$ cat src/rtl/channel_err_inj.sv
// channel_err_inj
//   Corrupting channel placed between the convolutional encoder and the Viterbi
//   decoder. Each accepted encoder symbol is XORed with a mask and registered
//   (1-cycle latency, no backpressure). Four modes are selectable at start_i:
//   OFF, PERIODIC (one error per window), BURST (run of burst_len errors per
//   window, truncated at the window edge) and RANDOM (lfsr[7:0] < thresh_i).
//   Error positions come from a 16-bit Galois LFSR. The LFSR is reloaded with
//   LFSR_SEED on every start_i, so runs with the same configuration repeat exactly.
//   Counters, the window index and the LFSR only move on valid_i cycles.
// Ports
//   clk, rst               clock, asynchronous active-low reset
//   start_i                sample config, clear counters, begin a run (ARM)
//   mode_i                 0 OFF, 1 PERIODIC, 2 BURST, 3 RANDOM
//   win_log_i              window length L = 2**win_log_i, clamped to 1..WIN_W
//   burst_len_i            BURST run length (0 behaves as 1)
//   thresh_i               RANDOM threshold
//   err_pat_i              XOR pattern applied to corrupted symbols
//   valid_i, sym_i         input symbol stream
//   valid_o, sym_o         registered stream, sym_i ^ mask
//   err_mask_o             mask applied to the symbol on sym_o (0 when idle)
//   sym_cnt_o              valid symbols since start (saturating)
//   err_cnt_o              symbols with a nonzero mask (saturating)
//   bit_err_cnt_o          total flipped bits (saturating)
//   busy_o                 run in progress (ARM/WAIT/INJ)
//   done_o                 MAX_SYMS symbols reached; later symbols pass clean
module channel_err_inj #(
    parameter int unsigned SYM_W     = 2,
    parameter int unsigned WIN_W     = 4,
    parameter int unsigned CNT_W     = 16,
    parameter int unsigned MAX_SYMS  = 256,
    parameter logic [15:0] LFSR_SEED = 16'hACE1
) (
    input  logic             clk,
    input  logic             rst,
    input  logic             start_i,
    input  logic [1:0]       mode_i,
    input  logic [2:0]       win_log_i,
    input  logic [WIN_W-1:0] burst_len_i,
    input  logic [7:0]       thresh_i,
    input  logic [SYM_W-1:0] err_pat_i,
    input  logic             valid_i,
    input  logic [SYM_W-1:0] sym_i,
    output logic             valid_o,
    output logic [SYM_W-1:0] sym_o,
    output logic [SYM_W-1:0] err_mask_o,
    output logic [CNT_W-1:0] sym_cnt_o,
    output logic [CNT_W-1:0] err_cnt_o,
    output logic [CNT_W-1:0] bit_err_cnt_o,
    output logic             busy_o,
    output logic             done_o
);

    typedef enum logic [2:0] {S_IDLE, S_ARM, S_WAIT, S_INJ, S_DONE} state_t;
    typedef enum logic [1:0] {M_OFF, M_PER, M_BURST, M_RAND} mode_t;

    function automatic logic [2:0] clamp_wlog(input logic [2:0] v);
        if (v == 3'd0)
            return 3'd1;
        else if (32'(v) > WIN_W)
            return 3'(WIN_W);
        else
            return v;
    endfunction

    // Galois form of x^16+x^14+x^13+x^11+1
    function automatic logic [15:0] lfsr_step(input logic [15:0] v);
        if (v[0])
            return {1'b0, v[15:1]} ^ 16'hB400;
        else
            return {1'b0, v[15:1]};
    endfunction

    function automatic logic [CNT_W-1:0] sat_add(input logic [CNT_W-1:0] a,
                                                 input logic [CNT_W-1:0] b);
        logic [CNT_W:0] s;
        s = {1'b0, a} + {1'b0, b};
        return s[CNT_W] ? '1 : s[CNT_W-1:0];
    endfunction

    state_t           r_state;
    mode_t            r_mode;
    logic [2:0]       r_wlog;
    logic [WIN_W-1:0] r_blen;
    logic [7:0]       r_thr;
    logic [SYM_W-1:0] r_pat;
    logic [WIN_W-1:0] r_idx;
    logic [WIN_W-1:0] r_off;
    logic [WIN_W-1:0] r_rem;
    logic [15:0]      r_lfsr;
    logic [CNT_W-1:0] r_scnt;
    logic [CNT_W-1:0] r_ecnt;
    logic [CNT_W-1:0] r_bcnt;
    logic             r_valid;
    logic [SYM_W-1:0] r_sym;
    logic [SYM_W-1:0] r_mask;

    // Effective (current-cycle) values: start_i restarts the run on this very
    // symbol, so it behaves as index 0 of the new run with the new config.
    state_t           w_st;
    mode_t            w_mode;
    logic [2:0]       w_wlog;
    logic [WIN_W-1:0] w_blen;
    logic [7:0]       w_thr;
    logic [SYM_W-1:0] w_pat;
    logic [WIN_W-1:0] w_idx;
    logic [WIN_W-1:0] w_off;
    logic [WIN_W-1:0] w_rem;
    logic [15:0]      w_lfsr;
    logic [CNT_W-1:0] w_scnt;
    logic [CNT_W-1:0] w_ecnt;
    logic [CNT_W-1:0] w_bcnt;

    logic [WIN_W-1:0] w_lmask;
    logic [WIN_W-1:0] w_len;
    logic [WIN_W-1:0] w_arm_off;
    logic             w_active;
    logic             w_win_end;
    logic             w_pos_hit;
    logic             w_hit;
    logic [SYM_W-1:0] w_mask;

    state_t           w_st_nxt;
    logic [WIN_W-1:0] w_idx_nxt;
    logic [WIN_W-1:0] w_off_nxt;
    logic [WIN_W-1:0] w_rem_nxt;
    logic [15:0]      w_lfsr_nxt;
    logic [CNT_W-1:0] w_scnt_nxt;
    logic [CNT_W-1:0] w_ecnt_nxt;
    logic [CNT_W-1:0] w_bcnt_nxt;

    always_comb begin
        w_st   = start_i ? S_ARM : r_state;
        w_mode = start_i ? mode_t'(mode_i) : r_mode;
        w_wlog = start_i ? clamp_wlog(win_log_i) : r_wlog;
        w_blen = start_i ? burst_len_i : r_blen;
        w_thr  = start_i ? thresh_i : r_thr;
        w_pat  = start_i ? err_pat_i : r_pat;
        w_idx  = start_i ? '0 : r_idx;
        w_off  = start_i ? '0 : r_off;
        w_rem  = start_i ? '0 : r_rem;
        w_lfsr = start_i ? LFSR_SEED : r_lfsr;
        w_scnt = start_i ? '0 : r_scnt;
        w_ecnt = start_i ? '0 : r_ecnt;
        w_bcnt = start_i ? '0 : r_bcnt;

        w_lmask   = WIN_W'((32'd1 << w_wlog) - 32'd1);
        w_len     = (w_blen == '0) ? WIN_W'(1) : w_blen;
        w_arm_off = w_lfsr[WIN_W-1:0] & w_lmask;
        w_active  = (w_st == S_ARM) || (w_st == S_WAIT) || (w_st == S_INJ);
        w_win_end = (w_idx == w_lmask);

        w_pos_hit  = 1'b0;
        w_hit      = 1'b0;
        w_st_nxt   = w_st;
        w_idx_nxt  = w_idx;
        w_off_nxt  = w_off;
        w_rem_nxt  = w_rem;
        w_lfsr_nxt = w_lfsr;

        if (valid_i && w_active) begin
            w_lfsr_nxt = lfsr_step(w_lfsr);
            w_idx_nxt  = w_win_end ? '0 : w_idx + WIN_W'(1);
            case (w_st)
                S_ARM: begin
                    // First symbol of a window: its offset is drawn and it may itself be hit
                    w_off_nxt = w_arm_off;
                    w_pos_hit = (w_arm_off == '0);
                    w_st_nxt  = S_WAIT;
                end
                S_WAIT: w_pos_hit = (w_idx == w_off);
                S_INJ: begin
                    w_pos_hit = 1'b1;
                    w_rem_nxt = w_rem - WIN_W'(1);
                    if (w_rem == WIN_W'(1))
                        w_st_nxt = S_WAIT;
                end
                default: ;
            endcase
            if (w_pos_hit && (w_st != S_INJ) && (w_mode == M_BURST) && (w_len > WIN_W'(1))) begin
                w_st_nxt  = S_INJ;
                w_rem_nxt = w_len - WIN_W'(1);
            end
            case (w_mode)
                M_PER, M_BURST: w_hit = w_pos_hit;
                M_RAND:         w_hit = (w_lfsr[7:0] < w_thr);
                default:        w_hit = 1'b0;
            endcase
            // Window edge truncates any burst and re-arms for the next offset
            if (w_win_end)
                w_st_nxt = S_ARM;
            if (w_scnt == CNT_W'(MAX_SYMS - 1))
                w_st_nxt = S_DONE;
        end

        w_mask = w_hit ? w_pat : '0;

        w_scnt_nxt = w_scnt;
        w_ecnt_nxt = w_ecnt;
        w_bcnt_nxt = w_bcnt;
        if (valid_i && (w_st != S_IDLE)) begin
            w_scnt_nxt = sat_add(w_scnt, CNT_W'(1));
            w_ecnt_nxt = sat_add(w_ecnt, CNT_W'(w_mask != '0));
            w_bcnt_nxt = sat_add(w_bcnt, CNT_W'($countones(w_mask)));
        end
    end

    always_ff @(posedge clk or negedge rst) begin
        if (!rst) begin
            r_state <= S_IDLE;
            r_mode  <= M_OFF;
            r_wlog  <= '0;
            r_blen  <= '0;
            r_thr   <= '0;
            r_pat   <= '0;
            r_idx   <= '0;
            r_off   <= '0;
            r_rem   <= '0;
            r_lfsr  <= LFSR_SEED;
            r_scnt  <= '0;
            r_ecnt  <= '0;
            r_bcnt  <= '0;
            r_valid <= 1'b0;
            r_sym   <= '0;
            r_mask  <= '0;
        end else begin
            r_state <= w_st_nxt;
            r_mode  <= w_mode;
            r_wlog  <= w_wlog;
            r_blen  <= w_blen;
            r_thr   <= w_thr;
            r_pat   <= w_pat;
            r_idx   <= w_idx_nxt;
            r_off   <= w_off_nxt;
            r_rem   <= w_rem_nxt;
            r_lfsr  <= w_lfsr_nxt;
            r_scnt  <= w_scnt_nxt;
            r_ecnt  <= w_ecnt_nxt;
            r_bcnt  <= w_bcnt_nxt;
            r_valid <= valid_i;
            r_mask  <= valid_i ? w_mask : '0;
            if (valid_i)
                r_sym <= sym_i ^ w_mask;
        end
    end

    assign valid_o       = r_valid;
    assign sym_o         = r_sym;
    assign err_mask_o    = r_mask;
    assign sym_cnt_o     = r_scnt;
    assign err_cnt_o     = r_ecnt;
    assign bit_err_cnt_o = r_bcnt;
    assign busy_o        = (r_state == S_ARM) || (r_state == S_WAIT) || (r_state == S_INJ);
    assign done_o        = (r_state == S_DONE);

endmodule

$ cat config.mk
export PLATFORM = sky130hd
export DESIGN_NAME = channel_err_inj
export DESIGN_NICKNAME = d
export VERILOG_FILES = /design/src/rtl/channel_err_inj.sv
export SDC_FILE = /design/constraint.sdc
export NUM_CORES = 1
export LEC_CHECK = 0
export CORE_UTILIZATION = 55
export CTS_CLUSTER_DIAMETER = 30
export DETAILED_ROUTE_END_ITERATION = 8
export PLACE_DENSITY = 0.91
export SLEW_MARGIN = 20
export SYNTH_ARGS = -nofsm -noshare
export SYNTH_HDL_FRONTEND = slang
export SYNTH_SLANG_ARGS = --single-unit
$ cat constraint.sdc
create_clock -name clk -period 4.35 [get_ports clk]
set_input_delay 0.435 -clock clk [delete_from_list [all_inputs] [get_ports clk]]
set_output_delay 0.435 -clock clk [all_outputs]
set_load 0.005 [all_outputs]
After elaboration in Yosys (flattened, before gate mapping)
Cells that the tools add are included.
{"block": "op_classes", "addsub": 8, "n_lt_le_gt_ge": 3, "eq_ne": 15, "shift": 1, "mux": 43, "bitwise_logic": 3, "reduce_logical": 15}
{"operator": "$mux 16", "n": 12}
{"operator": "$mux 4", "n": 12}
{"operator": "$mux 3", "n": 9}
{"operator": "$add 16x1->17", "n": 1}
{"operator": "$add 16x1->17 const B", "n": 1}
{"operator": "$add 16x2->17", "n": 1}
{"operator": "$eq 16x8->1 const B", "n": 1}
{"operator": "$eq 3x2->1 const B", "n": 4}
{"operator": "$sub 4x1->4 const B", "n": 3}
{"operator": "$eq 4x4->1", "n": 2}
{"operator": "$logic_not 4->1", "n": 2}
{"operator": "$lt 8x8->1", "n": 1}
{"operator": "$mux 2", "n": 4}
{"operator": "$mux 8", "n": 1}
{"operator": "$eq 3x1->1 const B", "n": 2}
{"operator": "$pmux 3 s2", "n": 1}
{"operator": "$logic_and 1x1->1", "n": 5}
{"operator": "$add 4x1->4 const B", "n": 1}
{"operator": "$and 4x4->4", "n": 1}
{"operator": "$eq 2x2->1 const B", "n": 2}
{"operator": "$eq 4x1->1 const B", "n": 1}
{"operator": "$gt 4x1->1 const B", "n": 1}
{"operator": "$logic_or 1x1->1", "n": 4}
{"operator": "$not 3->4", "n": 1}
{"operator": "14 further kinds", "n": 15}
{"block": "totals", "register_bits": 103}

Depth between registers and ports, before layout
{"block": "logic_depth", "word_depth": 17, "mapped_depth": 20, "depth_no_buf": 15}

Least setup slack after synthesis
No wires, ideal clock.
{"block": "synth_timing", "path_kind": "input to register", "startpoint": "in start_i", "endpoint": "reg r_bcnt[6], in the netlist bit_err_cnt_o[6]", "setup_time_ns": 0.140, "t_arrival_ns": 4.501, "required_time_ns": 4.210, "path_slack_ns": -0.291, "cell_stages": 19, "path_buffers": 6, "cell_sequence": "clkbuf_8 buf_6 buf_2 clkbuf_1 clkbuf_1 mux2i_1 ha_1 o211ai_1 a21oi_1 a21oi_1 o21ai_0 nor3b_2 fa_1 ha_1 and3_1 nand2_1 or3_1 clkbuf_1 o21ai_0"}
{"block": "synth_between", "elab_chain_len": 14, "elab_cells_between_ends": 36}
{"item": "start, declared", "line": "35", "source": "input logic start_i,"}
{"item": "$mux 3", "line": "134", "source": "w_wlog = start_i ? clamp_wlog(win_log_i) : r_wlog;"}
{"item": "$shl 1x3->4", "line": "146", "source": "w_lmask = WIN_W'((32'd1 << w_wlog) - 32'd1);"}
{"item": "$sub 4x1->4", "line": "146"}
{"item": "$and 4x4->4", "line": "148", "source": "w_arm_off = w_lfsr[WIN_W-1:0] & w_lmask;"}
{"item": "$logic_not 4->1", "line": "167", "source": "w_pos_hit = (w_arm_off == '0);"}
{"item": "$pmux 1 s3", "line": "163", "source": "case (w_st)"}
{"item": "$mux 1", "line": "160", "source": "if (valid_i && w_active) begin"}
{"item": "$pmux 1 s2", "line": "183", "source": "case (w_mode)"}
{"item": "$mux 1", "line": "160"}
{"item": "$mux 2", "line": "195", "source": "w_mask = w_hit ? w_pat : '0;"}
{"item": "$add 1x1->2 (implied by the code)", "line": "203", "source": "w_bcnt_nxt = sat_add(w_bcnt, CNT_W'($countones(w_mask)));"}
{"item": "$add 16x2->17", "line": "76", "source": "s = {1'b0, a} + {1'b0, b};"}
{"item": "$mux 16", "line": "77", "source": "return s[CNT_W] ? '1 : s[CNT_W-1:0];"}
{"item": "$mux 16 (*)", "line": "200", "source": "if (valid_i && (w_st != S_IDLE)) begin"}
{"item": "net w_bcnt_nxt[6]", "line": "129", "source": "logic [CNT_W-1:0] w_bcnt_nxt;"}
{"item": "end signal, assigned", "line": "238", "source": "r_bcnt <= w_bcnt_nxt;"}
{"item": "end, declared", "line": "92", "source": "logic [CNT_W-1:0] r_bcnt;"}
The timed path passes the listed nets; every way through them passes the cells marked *. The select of a mux whose other input is x is not followed.
A chain may end at the register's enable or synchronous reset.

Worst setup path after layout
{"block": "layout_timing", "startpoint": "in win_log_i[1]", "endpoint": "reg r_bcnt[3], in the netlist bit_err_cnt_o[3]"}
{"block": "layout_between", "elab_chain_len": 17, "elab_cells_between_ends": 18}
{"item": "start, declared", "line": "37", "source": "input logic [2:0] win_log_i,"}
{"item": "$gt 3x3->1", "line": "59", "source": "else if (32'(v) > WIN_W)"}
{"item": "$mux 3", "line": "59"}
{"item": "$mux 3 (*)", "line": "57", "source": "if (v == 3'd0)"}
{"item": "$mux 3 (*)", "line": "134"}
{"item": "$shl 1x3->4 (*)", "line": "146"}
{"item": "$sub 4x1->4 (*)", "line": "146"}
{"item": "$and 4x4->4 (*)", "line": "148"}
{"item": "$logic_not 4->1 (*)", "line": "167"}
{"item": "[2 not listed]"}
{"item": "$pmux 1 s2 (*)", "line": "183"}
{"item": "$mux 1 (*)", "line": "160"}
{"item": "$mux 2 (*)", "line": "195"}
{"item": "$add 1x1->2 (implied by the code) (*)", "line": "203"}
{"item": "$add 16x2->17 (*)", "line": "76"}
{"item": "$mux 16 (*)", "line": "77"}
{"item": "$mux 16 (*)", "line": "200"}
{"item": "net w_bcnt_nxt[3]", "line": "129"}
Marks and branches as above.

==> metrics.txt <==
hpwl dp=9160 um; Setup Buffers After CTS=0; share of the synthesized area in the top cell type=41.3%; Ant. Diodes=0; clk slew on worst S/H paths=120 ps; Post-synth EDFFs=0; vias in the first global route=4,696; RSZ-0062 raised after global routing=no; max-slew violation count=0; Fmax=253 MHz; Post-synth ARST share=100%; vias=4,782; Routed WL=13,100 um; Reg power frac=53.3%; CTS tree=done; status=complete, no violations; GP Congestion=0.848; worst-case clock buffer depth=2; internal power=0.00141 W; Max FO, Critical Path=12; final setup TNS=0 ps; DRC=0; P&R area growth vs syn=18.5%; Power Density=293 nW/um^2; number of synthesized register bits=103; sw frac=29.6%; Detail Route Antenna Nets=0; top area cells in the synthesized netlist=dfrtp_1 41%, nand2_1 4.4%, ha_1 4.3%; Synth area leader=dfrtp_1; distinct cell type count after synthesis=67; wire per inst=16.3 um; site row count=36; drt pass-1 iters=5; WP data required=4580 ps; Root Buffer=clkbuf_8; Worst-Skew Late Latency=380 ps; gr usage total=24.8%; Comb power frac=16.8%; static leakage=3.01 nW; core area=9950 um^2; commonest non-fill, non-tap cells in the layout=95 x dfrtp_1, 77 x clkdlybuf4s50_1, 68 x nand2_1, 39 x nor2_1, 37 x o21ai_0; measured slew at the worst slew-check pin=774 ps; Clk pwr share=30.0%; largest net degree at the start of global routing=64; Startpoint Class=primary input; Syn Nets=639; sequential fraction of the synthesis area=45.0%; gr ovfl total=0; warnings from Yosys=0; area of the mapped netlist=5750 um^2; min Tclk post-route=3960 ps; CTS H-tree depth=3; Hold Violations, Final=0; maximum vdd drop=211 uV; Slew headroom=48.4%; final setup violation count=0; Arr. time, crit path=4180 ps; CTS buffer count=9; initial antenna violation count=0; Clock Sinks=103; Die Footprint=10,900 um^2; height of the die=104 um; Crit. End Element=flip-flop; Mapped Cells=593; Worst Skew=18.4 ps; Port Buf Inserts=79; initial core utilization=57.8%; Post-Syn Area per Cell=9.70 um^2; PnR worst setup slack=394 ps; Max Cap Viol=0; DRT iter0 DRCs=375; final period utilization=90.9%; reg2reg path depth=14; vias per cell=5.96; worst slack, placed=22.8 ps; Worst Path Class, Setup=primary input to flip-flop; Final nets=711; CTS hold repair buffers=0; first-pass GRT wire length=22,000 um; die width=104 um; leading cell type in the layout, fill and taps excluded=dfrtp_1; Synth Flop Type=dfrtp_1; P_sw=0.000592 W; layout cells sized above 1=9.40%; PostCTS Resize Cnt=0; IO Pins=80; hold crit path type=primary input to async pin
-- worst paths after layout --
path                       slack (ps)          endpoint          from
hold / removal                    110  bit_err_cnt_o[5]           rst
max in group asynchronous        3250          sym_o[1]           rst
setup / recovery                  390  bit_err_cnt_o[3]  win_log_i[1]
setup reg to reg                  420  bit_err_cnt_o[3]     r_wlog[2]
min in group clk                  500          r_thr[5]      r_thr[5]
hold reg to reg                   500          r_thr[5]      r_thr[5]
-- cells by family after synthesis --
kind of cell	synth area share (%)
AO/OA/AOI/OAI	10.7
XOR/XNOR	6.79
multiplexers	4.61
adder cells (fa/ha/maj)	4.70
buffers and inverters	4.61
AND/OR/NAND/NOR	23.6
flip-flops	45.0
-- sequential cells by signal, summed over array words and instances, names as in the netlist, 3 cells and up --
register / flops
r_blen: 4
r_thr: 8
sym_cnt_o: 16
err_cnt_o: 16
r_state: 3
bit_err_cnt_o: 16
r_idx: 4
r_off: 4
r_rem: 4
r_wlog: 3
r_lfsr: 16
-- cell type report --
cell class,count,area (um^2)
multi-input combinational,438,2910
fill,735,3140
clock buffer,10,138
timing repair buffer,90,868
clock inverter,6,62.6
tap,133,166
inverter,23,86.3
sequential,103,2590
-- synth_stat cells, types with 11 or more instances --
master	number
ha_1	20
inv_1	23
mux2i_1	16
xnor2_1	22
o21ai_0	38
nand2b_1	25
nor3_1	18
dfrtp_1	95
xor2_1	20
clkbuf_1	16
nand4_1	13
nor2b_1	18
nand2_1	68
nand3_1	17
a21oi_1	23
and3_1	11
nor2_1	39
-- metrics by stage --
step / util [%] / power [W] / cells / instance area, um^2 / hold WS (ps)
4_1_cts: 68.4 / 0.00201 / 803 / 6810 / 155
6_report: 68.5 / 0.00200 / 803 / 6820 / 106
3_5_place_dp: 66.4 / 0.00141 / 787 / 6610 / 480
2_1_floorplan: - / 0.00130 / 593 / 5770 / 139
5_1_grt: 68.5 / 0.00209 / 803 / 6820 / 188
3_3_place_gp: 66.4 / 0.00139 / 787 / 6610 / 469
-- power by group through the flow --
stage	logic, W	clock network (W)	registers [W]
2_1_floorplan	0.000235	0	0.00106
3_3_place_gp	0.000315	0	0.00108
3_5_place_dp	0.000330	0	0.00108
4_1_cts	0.000334	0.000608	0.00106
5_1_grt	0.000370	0.000646	0.00107
6_report	0.000335	0.000600	0.00107
-- metal layers --
| layer | vias to the layer above | global-route usage [%] | part of all wire [%] |
|---|---|---|---|
| li1 | 2202 | - | - |
| met1 | 2352 | 31.2 | 41 |
| met2 | 189 | 43.0 | 51 |
| met3 | 39 | 3.13 | 4.8 |
| met4 | 0 | 10.5 | 2.8 |
| met5 | - | 0 | 0 |
-- critical path, stage by stage --
cell	delay [ps]
clkdlybuf4s50_1	500
or2b_2	340
a221oi_4	330
mux2_4	360
a2111oi_4	560
nor3b_2	140
fa_1	490
ha_1	220
and3_1	190
nand2_1	90
or3_1	340
o21ai_0	170
(Power assumes the default switching activity.)
